==> config.mk <==
export PLATFORM = sky130hd
export DESIGN_NAME = modred_rr_arbiter_flat
export DESIGN_NICKNAME = d
export VERILOG_FILES = /design/src/rtl/modred_rr_arbiter_if.sv /design/src/rtl/modred_rr_arbiter.sv /design/src/flat_wrapper.sv
export SDC_FILE = /design/constraint.sdc
export NUM_CORES = 1
export LEC_CHECK = 0
export ABC_AREA = 1
export CORE_ASPECT_RATIO = 1.1
export CORE_UTILIZATION = 40
export CTS_CLUSTER_SIZE = 8
export DETAILED_ROUTE_END_ITERATION = 12
export GPL_ROUTABILITY_DRIVEN = 1
export PLACE_DENSITY = 0.88
export SETUP_SLACK_MARGIN = 0.2
export SYNTH_ARGS = -nofsm -noshare
export SYNTH_HDL_FRONTEND = slang
export SYNTH_SLANG_ARGS = --single-unit
==> constraint.sdc <==
create_clock -name clk -period 4.15 [get_ports clk]
set_clock_uncertainty 0.1 [all_clocks]
set_input_delay 0.6225 -clock clk [delete_from_list [all_inputs] [get_ports clk]]
set_output_delay 0.6225 -clock clk [all_outputs]
set_load 0.05 [all_outputs]
==> src/rtl/modred_rr_arbiter_if.sv <==
// Request/response bundle between the butterfly lanes, the arbiter and the
// shared Barrett reduction unit. The arbiter side uses the slave modport.
interface modred_rr_arbiter_if #(
  parameter int NUM_REQ   = 4,
  parameter int DATA_SIZE = 16
);
  localparam int ID_W = $clog2(NUM_REQ);

  logic [NUM_REQ-1:0]           req_valid;
  logic [NUM_REQ*DATA_SIZE-1:0] req_data;
  logic [NUM_REQ-1:0]           req_ready;
  logic [DATA_SIZE-1:0]         red_x;
  logic [DATA_SIZE/2-1:0]       red_result;
  logic                         rsp_valid;
  logic [ID_W-1:0]              rsp_id;
  logic [DATA_SIZE/2-1:0]       rsp_data;

  modport master (
    output req_valid, req_data, red_result,
    input  req_ready, red_x, rsp_valid, rsp_id, rsp_data
  );

  modport slave (
    input  req_valid, req_data, red_result,
    output req_ready, red_x, rsp_valid, rsp_id, rsp_data
  );
endinterface

==> src/rtl/modred_rr_arbiter.sv <==
// Round-robin arbiter sharing one fixed-latency reduction unit among NUM_REQ
// requesters. Define MODRED_ARB_STATS_EN to add grant/conflict counters.
module modred_rr_arbiter #(
  parameter int NUM_REQ     = 4,
  parameter int DATA_SIZE   = 16,
  parameter int RED_LATENCY = 2,
  localparam int ID_W       = $clog2(NUM_REQ)
) (
  input  logic                 clk,
  input  logic                 rst,
  input  logic                 en,
  modred_rr_arbiter_if.slave   bus,
`ifdef MODRED_ARB_STATS_EN
  output logic [31:0]          grant_cnt,
  output logic [31:0]          conflict_cnt,
`endif
  output logic                 busy
);

  localparam logic [ID_W:0]   NUM_REQ_W = (ID_W+1)'(NUM_REQ);
  localparam logic [ID_W-1:0] LAST_ID   = ID_W'(NUM_REQ - 1);

  logic [ID_W-1:0]        rr_ptr;
  logic [ID_W-1:0]        grant_id;
  logic [ID_W:0]          cand;
  logic                   found;
  logic                   transfer;
  logic [RED_LATENCY-1:0] tag_valid;
  logic [ID_W-1:0]        tag_id [RED_LATENCY];

  // Scan from rr_ptr with a manual wrap so non-power-of-two NUM_REQ works.
  always_comb begin
    // NOTE: every variable gets a default before the loop so no latch is inferred.
    grant_id = '0;
    found    = 1'b0;
    cand     = '0;
    for (int k = 0; k < NUM_REQ; k++) begin
      cand = {1'b0, rr_ptr} + (ID_W+1)'(k);
      if (cand >= NUM_REQ_W) cand = cand - NUM_REQ_W;
      if (!found && bus.req_valid[cand[ID_W-1:0]]) begin
        found    = 1'b1;
        grant_id = cand[ID_W-1:0];
      end
    end
  end

  assign transfer      = found & en & ~rst;
  assign bus.req_ready = transfer ? (NUM_REQ'(1) << grant_id) : '0;
  assign bus.red_x     = transfer ? bus.req_data[grant_id*DATA_SIZE +: DATA_SIZE] : '0;

  always_ff @(posedge clk) begin
    // NOTE: sequential state uses non-blocking assignments so every stage samples pre-edge values.
    if (rst) begin
      rr_ptr <= '0;
    end else if (transfer) begin
      rr_ptr <= (grant_id == LAST_ID) ? '0 : grant_id + 1'b1;
    end
  end

  // Tag pipeline mirrors the unit's latency and never stalls.
  always_ff @(posedge clk) begin
    // NOTE: the ids are cleared too, not just the valids, so rsp_id reads 0 after reset.
    if (rst) begin
      tag_valid <= '0;
      for (int s = 0; s < RED_LATENCY; s++) tag_id[s] <= '0;
    end else begin
      tag_valid[0] <= transfer;
      tag_id[0]    <= grant_id;
      for (int s = 1; s < RED_LATENCY; s++) begin
        tag_valid[s] <= tag_valid[s-1];
        tag_id[s]    <= tag_id[s-1];
      end
    end
  end

  assign bus.rsp_valid = tag_valid[RED_LATENCY-1];
  assign bus.rsp_id    = tag_id[RED_LATENCY-1];
  assign bus.rsp_data  = bus.rsp_valid ? bus.red_result : '0;
  assign busy          = |tag_valid;

`ifdef MODRED_ARB_STATS_EN
  logic multi_req;

  // Clearing the lowest set bit leaves something only if two or more were set.
  assign multi_req = |(bus.req_valid & (bus.req_valid - 1'b1));

  always_ff @(posedge clk) begin
    if (rst) begin
      grant_cnt    <= '0;
      conflict_cnt <= '0;
    end else begin
      if (transfer && grant_cnt != '1) grant_cnt <= grant_cnt + 1'b1;
      if (en && multi_req && conflict_cnt != '1) conflict_cnt <= conflict_cnt + 1'b1;
    end
  end
`endif

endmodule
==> src/flat_wrapper.sv <==
// flat-port wrapper written by rule: the top's interface ports become plain ports
module modred_rr_arbiter_flat 
#(
  parameter int NUM_REQ     = 4,
  parameter int DATA_SIZE   = 16,
  parameter int RED_LATENCY = 2,
  localparam int ID_W       = $clog2(NUM_REQ)
)
  (clk, rst, en, busy, bus_req_valid, bus_req_data, bus_red_result, bus_req_ready, bus_red_x, bus_rsp_valid, bus_rsp_id, bus_rsp_data);
  modred_rr_arbiter_if #(.NUM_REQ(NUM_REQ), .DATA_SIZE(DATA_SIZE)) bus_i ();
  input  logic clk;
  input  logic rst;
  input  logic en;
  output logic busy;
  input wire logic [$bits(bus_i.req_valid)-1:0] bus_req_valid;
  input wire logic [$bits(bus_i.req_data)-1:0] bus_req_data;
  input wire logic [$bits(bus_i.red_result)-1:0] bus_red_result;
  output wire logic [$bits(bus_i.req_ready)-1:0] bus_req_ready;
  output wire logic [$bits(bus_i.red_x)-1:0] bus_red_x;
  output wire logic [$bits(bus_i.rsp_valid)-1:0] bus_rsp_valid;
  output wire logic [$bits(bus_i.rsp_id)-1:0] bus_rsp_id;
  output wire logic [$bits(bus_i.rsp_data)-1:0] bus_rsp_data;
  assign bus_i.req_valid = bus_req_valid;
  assign bus_i.req_data = bus_req_data;
  assign bus_i.red_result = bus_red_result;
  assign bus_req_ready = bus_i.req_ready;
  assign bus_red_x = bus_i.red_x;
  assign bus_rsp_valid = bus_i.rsp_valid;
  assign bus_rsp_id = bus_i.rsp_id;
  assign bus_rsp_data = bus_i.rsp_data;
  modred_rr_arbiter #(.NUM_REQ(NUM_REQ), .DATA_SIZE(DATA_SIZE), .RED_LATENCY(RED_LATENCY)) u_core (.clk(clk), .rst(rst), .en(en), .bus(bus_i), .busy(busy));
endmodule
Yosys cells after proc, flatten, opt, wreduce, memory -nomap -nowiden
Memories as Yosys holds them, arrays and structs flattened.
Cells that the tools add are included.

cells by class
  order comparisons = 8
  equal/unequal tests = 1
  shifts and indexed selects = 2
  bitwise logic cells = 5
  add/sub/neg operators = 8
  mux-type cells = 29
  reductions and logical operators = 7

operators by type and width
  kind                                                                           count
  64-bit by 7-bit variable part select with 16-bit output                        1
  2-bit two-way mux                                                              11
  16-bit two-way mux                                                             1
  2-bit by 3-bit less-than comparator with 1-bit output (second input constant)  4
  1-bit two-way mux                                                              11
  3-bit >= comparator (second input constant)                                    3
  1-bit binary-select mux with 2-bit select                                      4
  8-bit two-way mux                                                              1
  2-bit by 1-bit subtractor with 2-bit output (second input constant)            4
  2-bit by 2-bit adder with 3-bit output (second input constant)                 2
  4-bit two-way mux                                                              1
  1-bit by 2-bit << shifter with 4-bit output (first input constant)             1
  2-bit by 1-bit adder with 3-bit output (second input constant)                 1
  2-bit by 3-bit >= comparator with 1-bit output (second input constant)         1
  1-bit logical AND                                                              3
  1-bit logical NOT                                                              3
  2-bit by 1-bit adder with 2-bit output (second input constant)                 1
  1-bit bitwise AND                                                              2
  2-bit equality test (second input constant)                                    1
  1-bit OR                                                                       2
  2-bit OR reduction                                                             1
  1-bit inverter                                                                 1

word-level totals
  register bits = 4
  memory bits (writable) = 4
  bits of input ports = 79
  memories = 1
  output and inout bits = 32

memories
  memory         depth  bits a word  rd ports  clocked after Yosys merged registers in  wr ports  line                     text
  u_core.tag_id  2      2            2         0                                        2         modred_rr_arbiter.sv:29  logic [ID_W-1:0] tag_id [RED_LATENCY];

Longest topological paths before layout
Gate-level depths: netlist of the first run.

  depth in word-level cells = 17
  mapped depth = 14
  mapped depth without buffers = 13

Least setup slack after synthesis of the first run
No wires, ideal clock.

  kind = input-to-output
  from = in bus_req_valid[3]
  to = out bus_red_x[10]
  path slack = 1.063 ns
  buffers on the path = 1
  data arrival time = 2.364 ns
  cell stages on the path = 12
  path through = inv_1 nand2_2 nand3_1 nand2_2 nor2_8 nand2_1 nand3_2 nand2_4 clkinv_4 buf_6 nand3_1 a21oi_1

RTL lines
  item                                                         line                     text
  start: declaration                                           flat_wrapper.sv:15       input wire logic [$bits(bus_i.req_valid)-1:0] bus_req_valid;
  1-bit binary-select mux with 2-bit select                    modred_rr_arbiter.sv:40  if (!found && bus.req_valid[cand[ID_W-1:0]]) begin
  1-bit two-way mux (not written as such)                      modred_rr_arbiter.sv:40
  1-bit two-way mux                                            modred_rr_arbiter.sv:40
  1-bit logical NOT                                            modred_rr_arbiter.sv:40
  1-bit logical AND                                            modred_rr_arbiter.sv:40
  1-bit two-way mux                                            modred_rr_arbiter.sv:40
  1-bit logical NOT                                            modred_rr_arbiter.sv:40
  1-bit logical AND                                            modred_rr_arbiter.sv:40
  1-bit two-way mux                                            modred_rr_arbiter.sv:40
  1-bit logical NOT                                            modred_rr_arbiter.sv:40
  1-bit logical AND                                            modred_rr_arbiter.sv:40
  2-bit two-way mux (*)                                        modred_rr_arbiter.sv:40
  named net u_core.grant_id[1]                                 modred_rr_arbiter.sv:24  logic [ID_W-1:0] grant_id;
  64-bit by 7-bit variable part select with 16-bit output (*)  modred_rr_arbiter.sv:49  assign bus.red_x = transfer ? bus.req_data[grant_id*DATA_SIZE +: DATA_SIZE] : '0;
  16-bit two-way mux (*)                                       modred_rr_arbiter.sv:49
  end: declaration                                             flat_wrapper.sv:19       output wire logic [$bits(bus_i.red_x)-1:0] bus_red_x;

The timed path passes the listed nets; every way through them passes the cells marked *. The select of a mux whose other input is x is not followed.

Worst setup path in the final report of the first run
  from = in bus_req_valid[3]
  to = out bus_req_ready[1]

RTL lines
  item                                             line                     text
  1-bit binary-select mux with 2-bit select        modred_rr_arbiter.sv:40
  1-bit two-way mux (not written as such)          modred_rr_arbiter.sv:40
  1-bit two-way mux                                modred_rr_arbiter.sv:40
  1-bit logical NOT                                modred_rr_arbiter.sv:40
  1-bit logical AND                                modred_rr_arbiter.sv:40
  1-bit two-way mux                                modred_rr_arbiter.sv:40
  1-bit logical NOT                                modred_rr_arbiter.sv:40
  1-bit logical AND                                modred_rr_arbiter.sv:40
  1-bit two-way mux                                modred_rr_arbiter.sv:40
  1-bit logical NOT                                modred_rr_arbiter.sv:40
  1-bit logical AND                                modred_rr_arbiter.sv:40
  2-bit two-way mux (*)                            modred_rr_arbiter.sv:40
  named net u_core.grant_id[0]                     modred_rr_arbiter.sv:24
  1-bit by 2-bit << shifter with 4-bit output (*)  modred_rr_arbiter.sv:48  assign bus.req_ready = transfer ? (NUM_REQ'(1) << grant_id) : '0;
  4-bit two-way mux (*)                            modred_rr_arbiter.sv:48
  end: declaration                                 flat_wrapper.sv:18       output wire logic [$bits(bus_i.req_ready)-1:0] bus_req_ready;

Marks and branches as above.

==> impl_results.md, run 1 <==
* Status: finished, final reports clean
* Area of the multi-input gates at 1020 um2
* Slowest library cell on the worst path: clkdlybuf4s50_1
* GRT Total Usage at 24.9%
* Core area at 3990 um2
* H-tree depth at 1
* Slew Limit Fails at 0
* CP delay by family, top: simple AND/OR/NAND/NOR gates
* Ys Warns at 0
* Vias post-DR at 2251
* RSZ-0062 raised after global routing: false
* Worst-skew pair later-pin latency at 0.22 ns
* WP data required at 3.43 ns
* Delay of the slowest cell on the worst path at 0.48 ns
* Commonest cells after routing, fill and taps aside: 90 x clkdlybuf4s50_1, 87 x inv_1, 74 x nand2_1
* Register area at 160 um2
* P&R area growth vs syn at 77.2%
* DRT Pass-1 Iters at 4
* Max cap viols at 0
* Top cells by area, synth: inv_1 20%, nand2_1 17%, nand4_1 12%
* Final core occ at 74.0%
* 1st-iter DRT viols at 81
* Syn Nets at 396
* Vias in the first global route at 2214
* Share of cells above drive strength 1 at 11.8%
* Final Cell Area at 2960 um2
* Root buffer cell: clkbuf_8
* GRT overflow at 0
* Final Routed Wirelength at 5390 um
* CTS sink cnt at 8
* Cell mode on critical path: nand2_1
* CP Cell Sequence: clkdlybuf4s50_1 -> inv_1 -> nand2_1 -> nand2_1 -> nand2_1 -> nand2_1 -> nand2_1 -> nand2_1 -> nand2_2 -> nand3_4 -> inv_1 -> ha_1 -> inv_1 -> nor2_1 -> buf_12
* Die width at 63.6 um
* Overall Power at 1.61 mW
* Maximum clock rate at 278 MHz
* CTS buffer count at 3
* CTS tree: yes
* IO Port Bufs at 110
* Leading cell type in the layout, fill and taps excluded: clkdlybuf4s50_1
* Antenna violations before repair at 0
* CP Max Fanout at 37
* # nets final at 493
* Dpl cell area at 2910 um2
* Hold Path Class: register to register
* Final-report setup violation count at 0
* Post-cts resize count at 0
* Worst Setup End Kind: primary output
* Critical path buffers and inverters at 5
* Syn Area/Cell at 5.33 um2
* Setup CP Type: input pin to primary output
* Distinct cells, synth at 26
* Die span in y at 69.7 um
* Sequential fraction of the synthesis area at 9.60%
* Syn Inst Count at 313
* Most area-hungry cell type in the Yosys netlist: inv_1
* Dpl ws at 0.569 ns
* Top Ports at 111
* Initial Util at 41.8%
* Hold_buf cts at 0
* Hpwl dp at 4130 um
* Post-Syn Area at 1670 um2
* Min cycle time layout at 3.60 ns
* Final Cycle Share at 86.6%
* Fin. Hold Viols at 0
* Worst Tran Pin Value at 0.653 ns
* Slew headroom at 56.4%
* Clk slew on worst S/H paths at 0.04 ns
* Max VDD drop at 0.287 mV
* Yosys top cell area share at 19.6%
* Fillers at 352
* Largest net degree at the start of global routing at 38
* Final TNS setup at 0 ns
* Die area at 4430 um2
* Diodes inserted at 0
* Routed Antenna Nets at 0
* DR WL/cell at 11.7 um
* Gpl congestion at 0.809
* Vias/cell at 4.89
* Critical Path AT at 2.87 ns
* P_leak at 1.56 nW
* Clock Tree Buf Depth at 2
* Post-synthesis register bit count at 8
* Site Rows at 24
* DRC Markers at 0
* Pwr Density at 546 nW/um2
* Worst Setup Start Kind: input pin
* Global-route wire length before repair at 9090 um
* Final setup margin at 0.555 ns
* Post-CTS Setup Bufs at 0
cell usage after synthesis:
master    number
nand3_2        4
a211oi_1       1
clkbuf_1       2
nand2_2        7
nor2_1        10
buf_4          2
a21oi_1       17
or2_2          1
nand4_2        1
ha_1           4
nor2_8         1
nor2_2         1
nand3_1       35
nand2_1       74
buf_2          9
clkinv_4       1
nand3_4        2
buf_1          2
nand2_4        1
nand4_1       32
inv_2          3
o21ai_0        1
buf_6          6
dfxtp_1        8
o21ai_1        1
inv_1         87
cells by family (layout without fill, tap and decap cells):
| logic type | after synthesis | count (layout) | share of synthesized area [%] |
|---|---|---|---|
| buffers and inverters | 112 | 207 | 29.3 |
| AND/OR/NAND/NOR | 169 | 169 | 51.9 |
| AO/OA/AOI/OAI | 20 | 20 | 6.15 |
| flip-flops | 8 | 8 | 9.60 |
| adder cells (fa/ha/maj) | 4 | 4 | 3.00 |
final timing paths:
path                            start             endpoint  slack (ns)  cells past startpoint
hold / removal    u_core.tag_id[0][0]  u_core.tag_id[0][2]        0.31                      2
hold reg to reg   u_core.tag_id[0][0]  u_core.tag_id[0][2]        0.31                      2
setup / recovery     bus_req_valid[3]     bus_req_ready[1]        0.55                     15
setup reg to reg     u_core.rr_ptr[0]     u_core.rr_ptr[1]        1.48                     12
cell type report:
class                           count  share of cell area, %
Multi-Input combinational cell    193                   34.5
Clock buffer                        3                   1.40
Inverter                           91                   11.7
Timing Repair Buffer              113                   44.8
Sequential cell                     8                   5.42
Tap cell                           52                   2.20
power by group:
part	internal, mW	leakage (nW)	total (mW)	switching [mW]
logic	0.531	1.48	1.41	0.875
clock network	0.0626	0.0216	0.0908	0.0281
registers	0.0968	0.0659	0.115	0.0186
per-stage QoR:
| stage | instances | hold slack [ns] |
|---|---|---|
| after floorplan | 313 | 0.288 |
| after global placement | 457 | 0.291 |
| after detailed placement | 457 | 0.300 |
| after CTS | 460 | 0.308 |
| after global routing | 460 | 0.323 |
| final | 460 | 0.309 |
worst register-to-register path: stages (launching register included):
cell and delay [ns]:
dfxtp_1 0.60, inv_2 0.19, nand2_1 0.09, nand2_1 0.12, nand2_1 0.12, nand2_2 0.09
nor2_8 0.13, nand3_4 0.11, nand3_4 0.34, inv_1 0.14, ha_1 0.34, nor2_1 0.12
a211oi_1 0.05
registers in the layout, summed over array words and instances (netlist names):
signal,cells
u_core.tag_valid,2
u_core.tag_id,4
u_core.rr_ptr,2
routing by layer:
layer,share of wire (%),GRT usage (%),vias to the layer above
met5,0,0,-
met4,2.8,9.60,0
met3,5.2,4.11,16
met2,54,49.3,85
met1,38,24.9,1000
li1,-,-,1150
(Power assumes the default switching activity.)
==> run 2: changes to the inputs <==
--- a/config.mk
+++ b/config.mk
@@ -7,6 +7,7 @@
 export LEC_CHECK = 0
 export ABC_AREA = 1
 export CORE_ASPECT_RATIO = 1.1
+export CORE_MARGIN = 5
 export CORE_UTILIZATION = 40
 export CTS_CLUSTER_SIZE = 8
 export DETAILED_ROUTE_END_ITERATION = 12
==> run 2 against run 1 <==
Via count shrank 0.71%. Fmax decreased by 0.81%. Non-clock buffer count did not move. Sequential power about the same. Setup slack worse by 0.029 ns. Clock power fell by 2%. Hold slack improved by 0.0016 ns. Critical path depth shrank 2. Cell count unchanged. Sequential cell count did not move. Power decreased by 0.56%. Sequential share of layout area unchanged.
==> impl_results.md, run 2 (synthesis results as in run 1) <==
* Status: finished, final reports clean
* P&R area growth vs syn at 77.2%
* Max cap viols at 0
* Hpwl dp at 4550 um
* Core area at 3990 um2
* Final TNS setup at 0 ns
* Top Registers: u_core.tag_id (4), u_core.rr_ptr (2), u_core.tag_valid (2)
* DRC Markers at 0
* CP Max Fanout at 37
* Post-cts resize count at 0
* Root buffer cell: clkbuf_8
* Clk slew on worst S/H paths at 0.04 ns
* WP data required at 3.43 ns
* CTS sink cnt at 8
* 1st-iter DRT viols at 90
* Die area at 5560 um2
* Global-route wire length before repair at 9320 um
* CTS buffer count at 3
* Post-CTS Setup Bufs at 0
* Worst Tran Pin Value at 0.670 ns
* IO Port Bufs at 110
* Hold_buf cts at 0
* Pwr Density at 543 nW/um2
* Slew Limit Fails at 0
* Worst Setup Start Kind: input pin
* Min cycle time layout at 3.62 ns
* RSZ-0062 raised after global routing: false
* DRT Pass-1 Iters at 4
* Gpl congestion at 0.792
* Worst-skew pair later-pin latency at 0.22 ns
* Slowest library cell on the worst path: clkdlybuf4s50_1
* Vias/cell at 4.86
* Initial Util at 41.8%
* CP Cell Sequence: clkdlybuf4s50_1 -> nand2_1 -> nand2_1 -> nand2_1 -> nand2_2 -> nor2_8 -> nand3_4 -> nand3_4 -> inv_1 -> ha_1 -> inv_1 -> nor2_1 -> buf_12
* Reg with most FFs: u_core.tag_id
* Leading cell type in the layout, fill and taps excluded: clkdlybuf4s50_1
* Cell mode on critical path: nand2_1
* Overall Power at 1.60 mW
* Hold Path Class: register to register
* Largest net degree at the start of global routing at 38
* P_leak at 1.56 nW
* Die span in y at 77.7 um
* Diodes inserted at 0
* Delay of the slowest cell on the worst path at 0.48 ns
* Dpl ws at 0.508 ns
* Fin. Hold Viols at 0
* # nets final at 493
* Max VDD drop at 0.297 mV
* Die width at 71.6 um
* Vias in the first global route at 2096
* DR WL/cell at 12.6 um
* Vias post-DR at 2235
* Final-report setup violation count at 0
* GRT Total Usage at 20.0%
* Share of cells above drive strength 1 at 11.8%
* Final Routed Wirelength at 5780 um
* Worst Setup End Kind: primary output
* GRT overflow at 0
* Antenna violations before repair at 0
* Clock Tree Buf Depth at 2
* Critical Path AT at 2.90 ns
* Site Rows at 24
* CTS tree: yes
* Top Ports at 111
* H-tree depth at 1
* Maximum clock rate at 276 MHz
* Setup CP Type: input pin to primary output
* Slew headroom at 55.3%
* Routed Antenna Nets at 0
* Max reg flops at 4
* Final setup margin at 0.525 ns
* Final Cycle Share at 87.3%
* CP delay by family, top: simple AND/OR/NAND/NOR gates
* Commonest cells after routing, fill and taps aside: 90 x clkdlybuf4s50_1, 87 x inv_1, 74 x nand2_1
* Critical path buffers and inverters at 4
[run 2: cell counts in the layout (fill, tap and decap cells not counted)]
No cell type changed its count.
[run 2: path summary, 6_finish.rpt]
check,depth (start not counted),end,startpoint,slack [ns]
hold reg to reg,2,u_core.tag_id[0][2],u_core.tag_id[0][0],0.31
setup reg to reg,12,u_core.rr_ptr[1],u_core.rr_ptr[0],1.45
setup / recovery,13,bus_req_ready[3],bus_req_valid[0],0.53
hold / removal,2,u_core.tag_id[0][2],u_core.tag_id[0][0],0.31
[run 2: worst min-delay path: cells and delay by family, from the launching register on]
kind,cells,cell delay (ns)
buffers and inverters,1,0.04
DFF,1,0.29
and+or+nand+nor,1,0.03
[run 2: per-stage QoR]
step           hold WS (ns)  instances  area, um2  utilization [%]
5_1_grt               0.321        460       2960             74.0
4_1_cts               0.313        460       2960             74.0
6_report              0.311        460       2960             74.0
2_1_floorplan         0.288        313       1670                -
3_5_place_dp          0.307        457       2910             73.0
3_3_place_gp          0.293        457       2910             73.0
[run 2: layout make-up]
cell class	instances	area (um2)
fillers	345	1040
inverters	91	347
multi-input cells	193	1020
flip-flops and latches	8	160
clock buffers	3	41.3
well taps	52	65.1
repair buffers	113	1320
[run 2: power by group]
group,total [mW],internal (mW),switching [mW]
registers,0.115,0.0969,0.0178
clock network,0.0888,0.0625,0.0263
logic,1.40,0.528,0.872
[run 2: routing by layer]
metal / wire [um] / vias to the layer above / GRT usage, %
met3: 529 / 4 / 5.81
met4: 34 / 0 / 3.38
met5: 0 / - / 0
met1: 2120 / 998 / 21.2
met2: 3100 / 83 / 38.8
li1: - / 1150 / -
==> run 3: changes to the inputs <==
--- a/config.mk
+++ b/config.mk
@@ -5,14 +5,15 @@
 export SDC_FILE = /design/constraint.sdc
 export NUM_CORES = 1
 export LEC_CHECK = 0
-export ABC_AREA = 1
+export ABC_CLOCK_PERIOD_IN_PS = 4150
 export CORE_ASPECT_RATIO = 1.1
 export CORE_MARGIN = 5
-export CORE_UTILIZATION = 40
+export CORE_UTILIZATION = 31
 export CTS_CLUSTER_SIZE = 8
 export DETAILED_ROUTE_END_ITERATION = 12
 export GPL_ROUTABILITY_DRIVEN = 1
 export PLACE_DENSITY = 0.88
+export REMOVE_ABC_BUFFERS = 1
 export SETUP_SLACK_MARGIN = 0.2
 export SYNTH_ARGS = -nofsm -noshare
 export SYNTH_HDL_FRONTEND = slang
==> run 3 against run 2 <==
Combinational power down 76%. Synthesized cell count shrank 65%. Clock-buffer cell count did not move. Register-to-register slack gained 0.98 ns.
==> impl_results.md, run 3 <==
* Root buffer cell: clkbuf_4
* P_leak at 0.875 nW
* Worst R2R End: u_core.rr_ptr[1]
* Fin. Hold Viols at 0
* Gpl congestion at 0.721
* DRC Markers at 0
* Top Registers: u_core.tag_id (4), u_core.rr_ptr (2), u_core.tag_valid (2)
* Clock Tree Buf Depth at 2
* Most numerous cell in the Yosys netlist: mux2i_1
* Final Cell Area at 2140 um2
* # nets final at 302
* Diodes inserted at 0
* Max cap viols at 0
* Maximum clock rate at 291 MHz
* Post-synth ARST share at 0%
* Share of cells above drive strength 1 at 16.6%
* Core area at 3280 um2
* Site Rows at 22
* Hold WS at 0.334 ns
* Placed cells at 250
* Reg2Reg Depth at 6
* Die width at 64.8 um
* Routed Antenna Nets at 0
* Syn Area/Cell at 9.23 um2
* Post-Syn Area at 1020 um2
* Yosys top cell area share at 32.2%
* Dpl ws at 0.712 ns
* DRT Pass-1 Iters at 5
* Worst Setup Start Kind: input pin
* Antenna violations before repair at 0
* Crit path from: bus_req_valid[2]
* Critical R2R Launch: u_core.rr_ptr[0]
* Status: finished, final reports clean
* Worst setup path end: bus_red_x[9]
* CTS tree: yes
* Largest net degree at the start of global routing at 27
* Worst-skew pair later-pin latency at 0.25 ns
* Distinct cells, synth at 28
* Commonest cells after routing, fill and taps aside: 90 x clkdlybuf4s50_1, 33 x mux2i_1, 16 x o22ai_1
* Most area-hungry cell type in the Yosys netlist: mux2i_1
* Vias in the first global route at 1289
* Syn Inst Count at 111
* Global-route wire length before repair at 5640 um
* WP data required at 3.43 ns
* Clk slew on worst S/H paths at 0.05 ns
* Critical Path AT at 2.71 ns
* Final setup margin at 0.714 ns
* Dpl cell area at 2120 um2
* Slew Limit Fails at 0
* RSZ-0062 raised after global routing: false
* Worst reg-to-reg setup slack at 2.43 ns
* Main synth FF type: dfxtp_1
* CTS buffer count at 3
* Hpwl dp at 3090 um
* Setup CP Type: input pin to primary output
* Vias/cell at 4.91
* Die area at 4560 um2
* Post-synth EDFFs at 0
* Min cycle time layout at 3.44 ns
* IO Port Bufs at 110
* CTS sink cnt at 8
* Top cells by area, synth: mux2i_1 32%, dfxtp_1 16%, o22ai_1 9.8%
* P&R area growth vs syn at 109%
* Vias post-DR at 1241
* Initial Util at 31.3%
* Slew headroom at 66.3%
* Final Cycle Share at 82.8%
* Post-synthesis register bit count at 8
* Worst Tran Pin Value at 0.504 ns
* Leading cell type in the layout, fill and taps excluded: clkdlybuf4s50_1
* Final-report setup violation count at 0
* Ys Warns at 0
* Max VDD drop at 0.0962 mV
* Fin cells at 253
* Final core occ at 65.4%
* H-tree depth at 1
* Top Ports at 111
* Final TNS setup at 0 ns
* Post-cts resize count at 0
* 1st-iter DRT viols at 50
* Reg with most FFs: u_core.tag_id
* Die span in y at 70.3 um
* Worst Setup End Kind: primary output
* GRT overflow at 0
* Hold_buf cts at 0
* Hold Path Class: register to register
* Post-synth top cells: 33 x mux2i_1, 16 x o22ai_1, 12 x and2_1
* CP Max Fanout at 26
* Post-CTS Setup Bufs at 0
* Pwr Density at 225 nW/um2
* DR WL/cell at 14.1 um
* Overall Power at 482 uW
* Sequential fraction of the synthesis area at 15.6%
* Max reg flops at 4
* GRT Total Usage at 15.4%
* Final Routed Wirelength at 3580 um
[run 3: changes by cell type after synthesis, moves of 4 or more]
cell     previous run  this run
a21oi_1            17         2
and2_1              0        12
buf_2               9         1
buf_6               6         2
inv_1              87         2
mux2i_1             0        33
nand2_1            74         2
nand2_2             7         1
nand3_1            35         0
nand3_2             4         0
nand4_1            32         0
nor2_1             10         4
nor2b_1             0         5
o22ai_1             0        16
[run 3: area by class of cell]
class                           instances  area, um2
Clock buffer                            3       22.5
Inverter                                3       11.3
Fill cell                             275       1130
Tap cell                               36       45.0
Timing Repair Buffer                  111       1150
Multi-Input combinational cell         92        758
Sequential cell                         8        160
[run 3: worst min-delay path by stage]
stage	start	to	slack, ns	cells past startpoint
after global placement	u_core.tag_id[0][0]	u_core.tag_id[0][2]	0.32	1
after detailed placement	u_core.tag_id[0][1]	u_core.tag_id[0][3]	0.32	1
after CTS	u_core.tag_id[0][1]	u_core.tag_id[0][3]	0.34	1
after floorplan	u_core.tag_id[0][0]	u_core.tag_id[0][2]	0.31	1
final	u_core.tag_id[0][1]	u_core.tag_id[0][3]	0.33	1
after global routing	u_core.tag_id[0][1]	u_core.tag_id[0][3]	0.36	1
[run 3: power breakdown]
group	internal [mW]	switching, mW
registers	0.0837	0.00393
clock network	0.0330	0.0249
logic	0.168	0.168
total	0.285	0.197
[run 3: cells by family after synthesis]
kind of cell | count (synthesis) | synth area share (%)
flops | 8 | 15.6
fa+ha+maj | 4 | 4.88
simple gates | 30 | 18.3
buf+inv | 11 | 11.1
compound gates | 25 | 17.8
mux | 33 | 32.2
[run 3: critical path, stage by stage]
cell and delay [ns]:
clkdlybuf4s50_1 0.53, nor2b_1 0.20, nand2_1 0.12, a21boi_4 0.40
buf_12 0.27, mux2i_1 0.10, o22ai_1 0.28, buf_12 0.18
[run 3: layer usage]
metal | part of all wire (%) | track usage [%]
met4 | 0.92 | 3.52
met1 | 34 | 14.7
met2 | 49 | 28.6
met3 | 17 | 7.88
met5 | 0 | 0
